## config.mk

```make
export PLATFORM = sky130hd
export DESIGN_NAME = sram_bus_arbiter_flat
export DESIGN_NICKNAME = d
export VERILOG_FILES = /design/src/rtl/sram_bus_arbiter_if.sv /design/src/rtl/sram_bus_arbiter.sv /design/src/flat_wrapper.sv
export SDC_FILE = /design/constraint.sdc
export NUM_CORES = 1
export LEC_CHECK = 0
export ABC_CLOCK_PERIOD_IN_PS = 1280
export BUFFER_PORTS_ARGS = -buffer_cell sky130_fd_sc_hd__buf_2
export CORE_AREA = 2 2 123 125
export DETAILED_ROUTE_END_ITERATION = 12
export DIE_AREA = 0 0 125 127
export PLACE_DENSITY = 0.41
export SLEW_MARGIN = 20
export SYNTH_ARGS = -nofsm -noshare
export SYNTH_HDL_FRONTEND = slang
export SYNTH_SLANG_ARGS = --single-unit
```

## constraint.sdc

```tcl
create_clock -name clk -period 1.28 [get_ports clk]
set_clock_uncertainty 0.05 [all_clocks]
set_input_delay 0.256 -clock clk [delete_from_list [all_inputs] [get_ports clk]]
set_output_delay 0.256 -clock clk [all_outputs]
set_load 0.005 [all_outputs]
```

## src/rtl/sram_bus_arbiter_if.sv

```systemverilog
// SRAM-like request/response channel.
//
// Handshake: a requester raises req together with wr/wstrb/addr/wdata and
// holds all of them stable until it samples addr_ok high on a rising edge;
// addr_ok is a one-cycle pulse that completes the address phase. The data
// phase completes with a one-cycle data_ok pulse; rdata is meaningful only
// in that cycle. At most one transaction is outstanding on a channel.
interface sram_bus_arbiter_if #(
  parameter int ADDR_W = 32,
  parameter int DATA_W = 32
);
  logic                  req;
  logic                  wr;
  logic [DATA_W/8-1:0]   wstrb;
  logic [ADDR_W-1:0]     addr;
  logic [DATA_W-1:0]     wdata;
  logic                  addr_ok;
  logic                  data_ok;
  logic [DATA_W-1:0]     rdata;

  // Side that issues requests.
  modport master (
    output req, wr, wstrb, addr, wdata,
    input  addr_ok, data_ok, rdata
  );

  // Side that accepts requests.
  modport slave (
    input  req, wr, wstrb, addr, wdata,
    output addr_ok, data_ok, rdata
  );
endinterface

```

## src/rtl/sram_bus_arbiter.sv

```systemverilog
// Shares one SRAM-like memory port between instruction fetch and the
// MEM-stage data access. One transaction at a time is sequenced through a
// grant cycle, an address phase and a response phase. Data wins ties unless
// fetch has lost STARVE_LIMIT consecutive contested grants.
module sram_bus_arbiter #(
  parameter int ADDR_W       = 32,
  parameter int DATA_W       = 32,
  parameter int STARVE_LIMIT = 4
) (
  input  logic                 clk,
  input  logic                 resetn,
  sram_bus_arbiter_if.slave    inst_if,
  sram_bus_arbiter_if.slave    data_if,
  sram_bus_arbiter_if.master   mem_if,
  output logic                 busy,
  output logic [1:0]           dbg_state_o
);

  localparam int CNT_W  = $clog2(STARVE_LIMIT + 1);
  localparam int STRB_W = DATA_W / 8;

  typedef enum logic [1:0] {
    S_IDLE = 2'd0,
    S_ADDR = 2'd1,
    S_RESP = 2'd2
  } state_e;

  state_e             state_q, state_d;
  logic               owner_q, owner_d;     // 0 = inst, 1 = data
  logic [CNT_W-1:0]   starve_q, starve_d;

  logic               starve_full;
  logic               grant_data;
  logic               in_addr;
  logic               in_resp;
  logic               data_store;

  assign starve_full = (starve_q == CNT_W'(STARVE_LIMIT));
  // Data wins unless fetch is also waiting and has been passed over too often.
  assign grant_data  = data_if.req && !(inst_if.req && starve_full);

  // Next-state, owner and starvation counter; everything is decided in IDLE.
  always_comb begin
    state_d  = state_q;
    owner_d  = owner_q;
    starve_d = starve_q;
    case (state_q)
      S_IDLE: begin
        if (inst_if.req || data_if.req) begin
          state_d = S_ADDR;
          owner_d = grant_data;
          if (grant_data && inst_if.req) begin
            starve_d = starve_full ? starve_q : starve_q + 1'b1;
          end else begin
            starve_d = '0;
          end
        end
      end
      S_ADDR: begin
        if (mem_if.addr_ok) state_d = S_RESP;
      end
      S_RESP: begin
        if (mem_if.data_ok) state_d = S_IDLE;
      end
      default: state_d = S_IDLE;
    endcase
  end

  // State registers; reset abandons any transfer in flight.
  always_ff @(posedge clk or negedge resetn) begin
    if (!resetn) begin
      state_q  <= S_IDLE;
      owner_q  <= 1'b0;
      starve_q <= '0;
    end else begin
      state_q  <= state_d;
      owner_q  <= owner_d;
      starve_q <= starve_d;
    end
  end

  assign in_addr    = (state_q == S_ADDR);
  assign in_resp    = (state_q == S_RESP);
  assign data_store = in_addr && owner_q && data_if.wr;

  // Memory side: fields follow the owner only during the address phase;
  // fetches are always reads, and byte enables are zero on any read.
  assign mem_if.req   = in_addr;
  assign mem_if.wr    = data_store;
  assign mem_if.wstrb = data_store ? data_if.wstrb : {STRB_W{1'b0}};
  assign mem_if.addr  = !in_addr ? {ADDR_W{1'b0}} :
                        (owner_q ? data_if.addr : inst_if.addr);
  assign mem_if.wdata = (in_addr && owner_q) ? data_if.wdata : {DATA_W{1'b0}};

  // Requester side: strobes go only to the owner, only in the right phase.
  assign inst_if.addr_ok = in_addr && !owner_q && mem_if.addr_ok;
  assign data_if.addr_ok = in_addr &&  owner_q && mem_if.addr_ok;
  assign inst_if.data_ok = in_resp && !owner_q && mem_if.data_ok;
  assign data_if.data_ok = in_resp &&  owner_q && mem_if.data_ok;
  assign inst_if.rdata   = mem_if.rdata;
  assign data_if.rdata   = mem_if.rdata;

  assign busy        = (state_q != S_IDLE);
  assign dbg_state_o = state_q;

endmodule
```

## src/flat_wrapper.sv

```systemverilog
// flat-port wrapper written by rule: the top's interface ports become plain ports
module sram_bus_arbiter_flat 
#(
  parameter int ADDR_W       = 32,
  parameter int DATA_W       = 32,
  parameter int STARVE_LIMIT = 4
)
  (clk, resetn, busy, dbg_state_o, inst_if_req, inst_if_wr, inst_if_wstrb, inst_if_addr, inst_if_wdata, inst_if_addr_ok, inst_if_data_ok, inst_if_rdata, data_if_req, data_if_wr, data_if_wstrb, data_if_addr, data_if_wdata, data_if_addr_ok, data_if_data_ok, data_if_rdata, mem_if_req, mem_if_wr, mem_if_wstrb, mem_if_addr, mem_if_wdata, mem_if_addr_ok, mem_if_data_ok, mem_if_rdata);
  sram_bus_arbiter_if #(.ADDR_W(ADDR_W), .DATA_W(DATA_W)) inst_if_i ();
  sram_bus_arbiter_if #(.ADDR_W(ADDR_W), .DATA_W(DATA_W)) data_if_i ();
  sram_bus_arbiter_if #(.ADDR_W(ADDR_W), .DATA_W(DATA_W)) mem_if_i ();
  input  logic clk;
  input  logic resetn;
  output logic busy;
  output logic [1:0] dbg_state_o;
  input wire logic [$bits(inst_if_i.req)-1:0] inst_if_req;
  input wire logic [$bits(inst_if_i.wr)-1:0] inst_if_wr;
  input wire logic [$bits(inst_if_i.wstrb)-1:0] inst_if_wstrb;
  input wire logic [$bits(inst_if_i.addr)-1:0] inst_if_addr;
  input wire logic [$bits(inst_if_i.wdata)-1:0] inst_if_wdata;
  output wire logic [$bits(inst_if_i.addr_ok)-1:0] inst_if_addr_ok;
  output wire logic [$bits(inst_if_i.data_ok)-1:0] inst_if_data_ok;
  output wire logic [$bits(inst_if_i.rdata)-1:0] inst_if_rdata;
  input wire logic [$bits(data_if_i.req)-1:0] data_if_req;
  input wire logic [$bits(data_if_i.wr)-1:0] data_if_wr;
  input wire logic [$bits(data_if_i.wstrb)-1:0] data_if_wstrb;
  input wire logic [$bits(data_if_i.addr)-1:0] data_if_addr;
  input wire logic [$bits(data_if_i.wdata)-1:0] data_if_wdata;
  output wire logic [$bits(data_if_i.addr_ok)-1:0] data_if_addr_ok;
  output wire logic [$bits(data_if_i.data_ok)-1:0] data_if_data_ok;
  output wire logic [$bits(data_if_i.rdata)-1:0] data_if_rdata;
  output wire logic [$bits(mem_if_i.req)-1:0] mem_if_req;
  output wire logic [$bits(mem_if_i.wr)-1:0] mem_if_wr;
  output wire logic [$bits(mem_if_i.wstrb)-1:0] mem_if_wstrb;
  output wire logic [$bits(mem_if_i.addr)-1:0] mem_if_addr;
  output wire logic [$bits(mem_if_i.wdata)-1:0] mem_if_wdata;
  input wire logic [$bits(mem_if_i.addr_ok)-1:0] mem_if_addr_ok;
  input wire logic [$bits(mem_if_i.data_ok)-1:0] mem_if_data_ok;
  input wire logic [$bits(mem_if_i.rdata)-1:0] mem_if_rdata;
  assign inst_if_i.req = inst_if_req;
  assign inst_if_i.wr = inst_if_wr;
  assign inst_if_i.wstrb = inst_if_wstrb;
  assign inst_if_i.addr = inst_if_addr;
  assign inst_if_i.wdata = inst_if_wdata;
  assign inst_if_addr_ok = inst_if_i.addr_ok;
  assign inst_if_data_ok = inst_if_i.data_ok;
  assign inst_if_rdata = inst_if_i.rdata;
  assign data_if_i.req = data_if_req;
  assign data_if_i.wr = data_if_wr;
  assign data_if_i.wstrb = data_if_wstrb;
  assign data_if_i.addr = data_if_addr;
  assign data_if_i.wdata = data_if_wdata;
  assign data_if_addr_ok = data_if_i.addr_ok;
  assign data_if_data_ok = data_if_i.data_ok;
  assign data_if_rdata = data_if_i.rdata;
  assign mem_if_req = mem_if_i.req;
  assign mem_if_wr = mem_if_i.wr;
  assign mem_if_wstrb = mem_if_i.wstrb;
  assign mem_if_addr = mem_if_i.addr;
  assign mem_if_wdata = mem_if_i.wdata;
  assign mem_if_i.addr_ok = mem_if_addr_ok;
  assign mem_if_i.data_ok = mem_if_data_ok;
  assign mem_if_i.rdata = mem_if_rdata;
  sram_bus_arbiter #(.ADDR_W(ADDR_W), .DATA_W(DATA_W), .STARVE_LIMIT(STARVE_LIMIT)) u_core (.clk(clk), .resetn(resetn), .inst_if(inst_if_i), .data_if(data_if_i), .mem_if(mem_if_i), .busy(busy), .dbg_state_o(dbg_state_o));
endmodule
```

==> Yosys cells after proc, flatten, opt, wreduce, memory -nomap -nowiden <==
Cells that the tools add are included.
{ "classes": {"n_reduce_logical": 20, "n_eq_ne": 7, "add_sub_neg": 1, "muxes": 10} }
{ "op_table": {"columns": ["cell", "n"], "rows": [
  ["2-to-1 mux 32 bit", 3],
  ["logical AND 1 bit", 12],
  ["2-to-1 mux 2 bit", 3],
  ["2-to-1 mux 3 bit", 2],
  ["inequality test 2 bit, second input constant", 3],
  ["case mux 2 bit (3 select lines)", 1],
  ["AND reduction 3 bit", 2],
  ["2-to-1 mux 4 bit", 1],
  ["adder 3 x 1 -> 3 bit, second input constant", 1],
  ["== test 3 bit, second input constant", 1],
  ["== test 2 x 1 -> 1 bit, second input constant", 1],
  ["== test 2 bit, second input constant", 1],
  ["logical NOT 1 bit", 2],
  ["logical NOT 2 bit", 1],
  ["inequality test 2 x 1 -> 1 bit, second input constant", 1],
  ["AND reduction 2 bit", 1],
  ["nonzero test 2 bit", 1],
  ["logical OR 1 bit", 1]
]} }
{ "totals": {"output_inout_bits": 141, "word_cells": 41, "reg_bits": 6, "input_bits": 176} }

==> Longest topological paths before layout <==
Gate-level depths: netlist (run 1).
{ "depth": {"word_depth": 7, "mapped_depth": 7} }

==> Least setup slack after synthesis (run 1) <==
No wires, ideal clock.
{ "synth_timing": {"path_kind": "reg2out", "from": "reg u_core.state_q[1], in the netlist u_core.dbg_state_o[1]", "to": "out mem_if_wstrb[0]", "path_stages_with_launch": 6, "path_slack_ns": -0.186, "arrival_time_ns": 1.160, "path_buffers": 1, "cell_sequence": "dfrtp_1 nand2b_1 buf_4 inv_4 and3_4 and2_1"} }
{ "synth_via": {"elab_chain_len": 4} }
{ "synth_lines": {"columns": ["item", "line", "source"], "rows": [
  ["start: declaration", "sram_bus_arbiter.sv:28", "state_e state_q, state_d;"],
  ["start signal: assignment", "sram_bus_arbiter.sv:76", "state_q <= state_d;"],
  ["== test 2 x 1 -> 1 bit", "sram_bus_arbiter.sv:82", "assign in_addr = (state_q == S_ADDR);"],
  ["logical AND 1 bit (2 in a row)", "sram_bus_arbiter.sv:84", "assign data_store = in_addr && owner_q && data_if.wr;"],
  ["named net mem_if_wr", "flat_wrapper.sv:33", "output wire logic [$bits(mem_if_i.wr)-1:0] mem_if_wr;"],
  ["2-to-1 mux 4 bit", "sram_bus_arbiter.sv:90", "assign mem_if.wstrb = data_store ? data_if.wstrb : {STRB_W{1'b0}};"],
  ["end: declaration", "flat_wrapper.sv:34", "output wire logic [$bits(mem_if_i.wstrb)-1:0] mem_if_wstrb;"]
]} }
The timed path passes the listed nets, and every way through them passes these cells.

==> Worst setup path in the final report (run 1) <==
{ "layout_timing": {"from": "reg u_core.state_q[1], in the netlist u_core.dbg_state_o[1]", "to": "out mem_if_wstrb[3]"} }
{ "layout_via": {"elab_chain_len": 4} }
{ "layout_lines": {"columns": ["item", "line"], "rows": [
  ["== test 2 x 1 -> 1 bit", "sram_bus_arbiter.sv:82"],
  ["logical AND 1 bit (2 in a row)", "sram_bus_arbiter.sv:84"],
  ["2-to-1 mux 4 bit", "sram_bus_arbiter.sv:90"]
]} }
Every way passes these cells.

==> qor.yml, run 1 <==
period_share_pct: 128
finalWorstSetupSlack_ns: -0.353
max-cap-violations: 0
root_buffer: "clkbuf_16"
total_power_mw: 5.21
timing.rr.end: "u_core.owner_q$_DFFE_PN0P_"
route.detailed.drc: 0
insertion_delay_ns: 0.23
vias_per_cell: 3.58
hold_viol: 0
place_congestion: 0.772
start_util_pct: 11.1
synth_edf_count: 0
dp.cells: 519
clkSinkCount: 6
synth_area_leaders: "buf_4, mux2i_1, and3_1"
syn_area_per_cell_um2: 7.32
status: "finished with violations"
r2r_start: "u_core.dbg_state_o[0]$_DFFE_PN0P_"
synth_ff_type: "dfrtp_1"
path_clk_slew_ns: 0.04
n_antenna_cell: 0
dieWidth_um: 125
rows: 44
synth_seq_cells: 6
netlist_area_um2: 1600
drtIter0Drc: 25
synth-seq-area-share_pct: 9.37
worstPathRequired_ns: 0.97
ir_worst_vdd_uv: 898
fmax_mhz: 612
finalSetupViolations: 77
grt_pass1_wl_mm: 8.89
synth_warnings: 0
port_buffers: 183
synth_top_area_share_pct: 30.9
r2r.worst_path.cells: 6
crit_path_start_kind: "register"
yosysMostFrequentCell: "buf_4"
synth_cells: 219
grt_pass1_vias: 1746
rsz0062_at_grt: "yes"
pre_cts_slack_ns: -0.165
tightest_slew_ns: 0.308
ys_types: 26
drive_gt1_share_pct: 74.0
grt.total_usage_pct: 6.77
pwr_density_cell_nw_per_um2: 1910
startpoint: "u_core.dbg_state_o[1]$_DFFE_PN0P_"
cp-end-kind: "primary output"
area_growth_pct: 70.5
final_core_util_pct: 18.9
final_area_um2: 2730
place_area_um2: 2380
r2r_slack_ns: -0.01
synth_area_leader_cell: "buf_4"
multi_input_area_um2: 1020
async_flop_share_pct: 100
place_hpwl_mm: 5.17
antenna_left: 0
whs_ns: 0.183
cp.arrival_ns: 1.33
violations: "negative setup slack"
crit_fanout: 5
die_y_um: 127
fillers: 1649
criticalPathCategory: "register to primary output"
nets: 525
dr.pass1.iters: 4
finalNonFillerCells: 530
cp-endpoint: "mem_if_wstrb[3]"
p_leak_nw: 1.61
cts_buffers: 3
antenna_found_initial: 0
seq_area_um2: 153
wl_per_cell_um: 11.7
timing.final.crit_period_ns: 1.63
io-pin-count: 317
synthTopCellsByCount: "buf_4, and3_1, nor2_1"
holdCritPathClass: "primary input to register"
clock_path_buffers: 2
wl_mm: 6.18
finalSetupTns_ns: -22.73
tritoncts: "yes"
core_area_um2: 14400
synth_fp_nets: 397
max_slew_margin_pct: 79.5
vias: 1895
grt_max_degree: 30
htreeDepth: 1
grt_overflow: 0
die_area_um2: 15900
drv_slew: 0
==> worst min-delay path by stage <==
stage                         from  depth (start not counted)                                end
floorplan                   resetn                          0  u_core.dbg_state_o[0]$_DFFE_PN0P_
global placement            resetn                          1     u_core.starve_q[0]$_DFFE_PN0P_
detailed placement          resetn                          1     u_core.starve_q[0]$_DFFE_PN0P_
CTS                 mem_if_data_ok                          2  u_core.dbg_state_o[1]$_DFFE_PN0P_
global route        mem_if_data_ok                          2  u_core.dbg_state_o[1]$_DFFE_PN0P_
finish              mem_if_data_ok                          2  u_core.dbg_state_o[1]$_DFFE_PN0P_
==> placed cells by master, fill, tap and decap left out, drive strengths merged, types with 3 or more instances in the layout <==
| cell | netlist | routed |
|---|---|---|
| clkbuf | 4 | 6 |
| mux2i | 32 | 32 |
| dfrtp | 6 | 6 |
| a21oi | 3 | 3 |
| and3 | 34 | 34 |
| buf | 76 | 200 |
| inv | 4 | 4 |
| and2 | 4 | 4 |
| nand2 | 5 | 5 |
| nor2 | 34 | 34 |
==> worst max-delay path, cell delays in order (launching register included) <==
cell      delay, ns
dfrtp_2        0.39
nand2b_4       0.17
inv_8          0.08
and3_4         0.21
and2_4         0.15
buf_6          0.09
==> layer usage <==
metal  GRT usage (%)  vias to the layer above  part of all wire [%]
met1            7.50                      833                    38
met5               0                        -                     0
met3            1.55                       22                   9.3
li1                -                      923                     -
met4            1.90                        0                   1.5
met2            12.9                      117                    51
==> area by class of cell <==
type	instances	share of cell area [%]
clock buffer	4	2.88
multi-input combinational	129	37.4
inverter	4	0.824
timing repair buffer	203	44.9
sequential	6	5.59
tap	184	8.42
==> timing repair <==
| item | CTS | global route |
|---|---|---|
| setup buffers | 3 | 2 |
| pin swaps | 5 | 7 |
| endpoints found under the hold margin | 6 | 0 |
| endpoints found under the setup margin | 75 | 79 |
| resized for setup | 18 | 26 |
| cloned | 0 | 2 |
| hold buffers | 1 | 0 |
==> sequential cells by signal, summed over array words and instances (netlist names) <==
| name | cells |
|---|---|
| u_core.starve_q | 3 |
| u_core.dbg_state_o | 2 |
| u_core.owner_q | 1 |
==> power by group <==
part	total, mW	switching (mW)	internal [mW]
clock network	0.522	0.109	0.413
registers	0.335	0.0652	0.270
logic	4.35	2.03	2.33
total	5.21	2.20	3.01
==> kinds of logic after synthesis <==
logic type,share of synthesized area (%)
adders and majority gates,1.56
and+or+nand+nor,28.2
AOI/OAI and AO/OA,4.06
DFF,9.37
buffers and inverters,36.8
muxes,20.0
No activity file was read; power rests on OpenSTA's default activity.
==> run 2: changes to the inputs <==
--- a/config.mk
+++ b/config.mk
@@ -11,6 +11,7 @@
 export DETAILED_ROUTE_END_ITERATION = 12
 export DIE_AREA = 0 0 125 127
 export PLACE_DENSITY = 0.41
+export SKIP_LAST_GASP = 1
 export SLEW_MARGIN = 20
 export SYNTH_ARGS = -nofsm -noshare
 export SYNTH_HDL_FRONTEND = slang
==> qor.yml, run 2 (synthesized netlist as in run 1, its figures left out) <==
grt_pass1_vias: 1746  # unchanged
drtIter0Drc: 25  # unchanged
wl_per_cell_um: 11.7  # about the same
htreeDepth: 1  # unchanged
cts_buffers: 3  # unchanged
grt_max_degree: 30  # unchanged
crit_fanout: 5  # unchanged
cp.arrival_ns: 1.33  # about the same
finalSetupTns_ns: -22.74  # was -22.73 ns
timing.hold.worst_path_depth: 2  # unchanged
path_clk_slew_ns: 0.04  # about the same
dieWidth_um: 125  # unchanged
switching_share_pct: 42.2  # about the same
antenna_found_initial: 0  # unchanged
grt_overflow: 0  # unchanged
finalSetupViolations: 77  # unchanged
drv_slew: 0  # unchanged
criticalPathCategory: "register to primary output"  # unchanged
r2r_start: "u_core.dbg_state_o[0]$_DFFE_PN0P_"  # unchanged
max_slew_margin_pct: 79.5  # unchanged
tritoncts: "yes"  # unchanged
mostFrequentLayoutCells: "buf_2, and3_1, nor2_2, mux2i_1, mux2i_2"  # unchanged
place_area_um2: 2380  # unchanged
insertion_delay_ns: 0.23  # about the same
seq_power_share_pct: 6.4  # about the same
seq_area_um2: 153  # unchanged
cpMaxStageDelayCell: "dfrtp_2"  # unchanged
multi_input_area_um2: 1020  # unchanged
area_growth_pct: 70.5  # unchanged
drive_gt1_share_pct: 74.0  # unchanged
worstPathRequired_ns: 0.97  # about the same
rows: 44  # unchanged
violations: "negative setup slack"  # unchanged
place_congestion: 0.772  # unchanged
whs_ns: 0.183  # about the same
io-pin-count: 317  # unchanged
n_antenna_cell: 0  # unchanged
combinationalPowerShare_pct: 83.5  # about the same
antenna_left: 0  # unchanged
p_switching_mw: 2.20  # about the same
holdCritPathClass: "primary input to register"  # unchanged
top_register: "u_core.starve_q"  # unchanged
port_buffers: 183  # unchanged
ir_worst_vdd_uv: 897  # was 898 uV
place_hpwl_mm: 5.17  # unchanged
period_share_pct: 128  # about the same
cp_cell_sequence: "nand2b_4, inv_8, and3_4, and2_4, buf_6"  # unchanged
rsz0062_at_grt: "yes"  # unchanged
grt.total_usage_pct: 6.77  # unchanged
dp.cells: 519  # unchanged
vias_per_cell: 3.57  # was 3.58
clkSinkCount: 6  # unchanged
final_core_util_pct: 18.9  # unchanged
die_y_um: 127  # unchanged
pwr_density_cell_nw_per_um2: 1910  # about the same
crit_path_start_kind: "register"  # unchanged
grt_pass1_wl_mm: 8.89  # unchanged
largest_reg_flops: 3  # unchanged
cp-end-kind: "primary output"  # unchanged
r2r.worst_path.cells: 6  # unchanged
worstHoldStart: "mem_if_data_ok"  # unchanged
final_area_um2: 2730  # unchanged
clock_path_buffers: 2  # unchanged
pre_cts_slack_ns: -0.165  # unchanged
root_buffer: "clkbuf_16"  # unchanged
pwr-share-clk_pct: 10.0  # about the same
fmax_mhz: 612  # about the same
fillers: 1649  # unchanged
p_leak_nw: 1.61  # about the same
whs_endpoint: "u_core.dbg_state_o[1]$_DFFE_PN0P_"  # unchanged
max-cap-violations: 0  # unchanged
slowest_delay_ns: 0.39  # about the same
status: "finished with violations"  # unchanged
nets: 525  # unchanged
finalNonFillerCells: 530  # unchanged
layout_commonest_cell: "buf_2"  # unchanged
hold_viol: 0  # unchanged
r2r_slack_ns: -0.01  # about the same
start_util_pct: 11.1  # unchanged
die_area_um2: 15900  # unchanged
core_area_um2: 14400  # unchanged
finalWorstSetupSlack_ns: -0.353  # about the same
wl_mm: 6.18  # about the same
dr.pass1.iters: 4  # unchanged
route.detailed.drc: 0  # unchanged
tightest_slew_ns: 0.308  # unchanged
timing.final.crit_period_ns: 1.63  # about the same
vias: 1894  # was 1895
power.internal_mw: 3.01  # about the same
total_power_mw: 5.21  # about the same
timing.rr.end: "u_core.owner_q$_DFFE_PN0P_"  # unchanged
==> run 2: cell counts in the layout (fill, tap and decap cells not counted) <==
No cell type changed its count.
==> run 2: how the worst max path moves through the flow <==
stage                                  end                               from  slack [ns]  cells past startpoint
after floorplan            mem_if_wstrb[1]  u_core.dbg_state_o[1]$_DFFE_PN0P_       -0.13                      5
after detailed placement  mem_if_wdata[18]         u_core.owner_q$_DFFE_PN0P_       -0.17                      3
after global placement      mem_if_addr[5]         u_core.owner_q$_DFFE_PN0P_       -0.18                      4
final                      mem_if_wstrb[3]  u_core.dbg_state_o[1]$_DFFE_PN0P_       -0.35                      5
after global routing       mem_if_wstrb[1]  u_core.dbg_state_o[1]$_DFFE_PN0P_       -0.41                      5
after CTS                  mem_if_wstrb[3]  u_core.dbg_state_o[1]$_DFFE_PN0P_       -0.37                      5
==> run 2: final cells by class <==
cell class | count | share of cell area, %
clock buffers | 4 | 2.88
flip-flops and latches | 6 | 5.59
multi-input cells | 129 | 37.4
inverters | 4 | 0.824
well taps | 184 | 8.42
repair buffers | 203 | 44.9
==> run 2: power groups by stage <==
stage / logic, mW / clock network (mW) / registers, mW
5_1_grt: 4.75 / 0.547 / 0.348
3_3_place_gp: 3.66 / 0 / 0.393
3_5_place_dp: 3.69 / 0 / 0.387
2_1_floorplan: 2.34 / 0 / 0.333
6_report: 4.35 / 0.522 / 0.335
4_1_cts: 3.97 / 0.531 / 0.332
==> run 2: layer usage <==
metal | GRT usage, % | vias to the layer above | routed length (um)
met5 | 0 | - | 0
met3 | 1.55 | 22 | 572
met4 | 1.90 | 0 | 90
li1 | - | 922 | -
met2 | 12.9 | 117 | 3180
met1 | 7.50 | 833 | 2340
==> run 2: repair_timing <==
item,4_1_cts,5_1_grt
pin swaps,5,6
endpoints found under the hold margin,6,0
buffers inserted,3,2
resized for setup,18,26
hold buffers,1,0
cloned,0,2
setup endpoints to repair,75,79
==> run 2: worst max-delay path: cells and delay by family (launching register included) <==
family        cells  cell delay (ns)
flops             1             0.39
simple gates      3             0.53
buf+inv           2             0.17
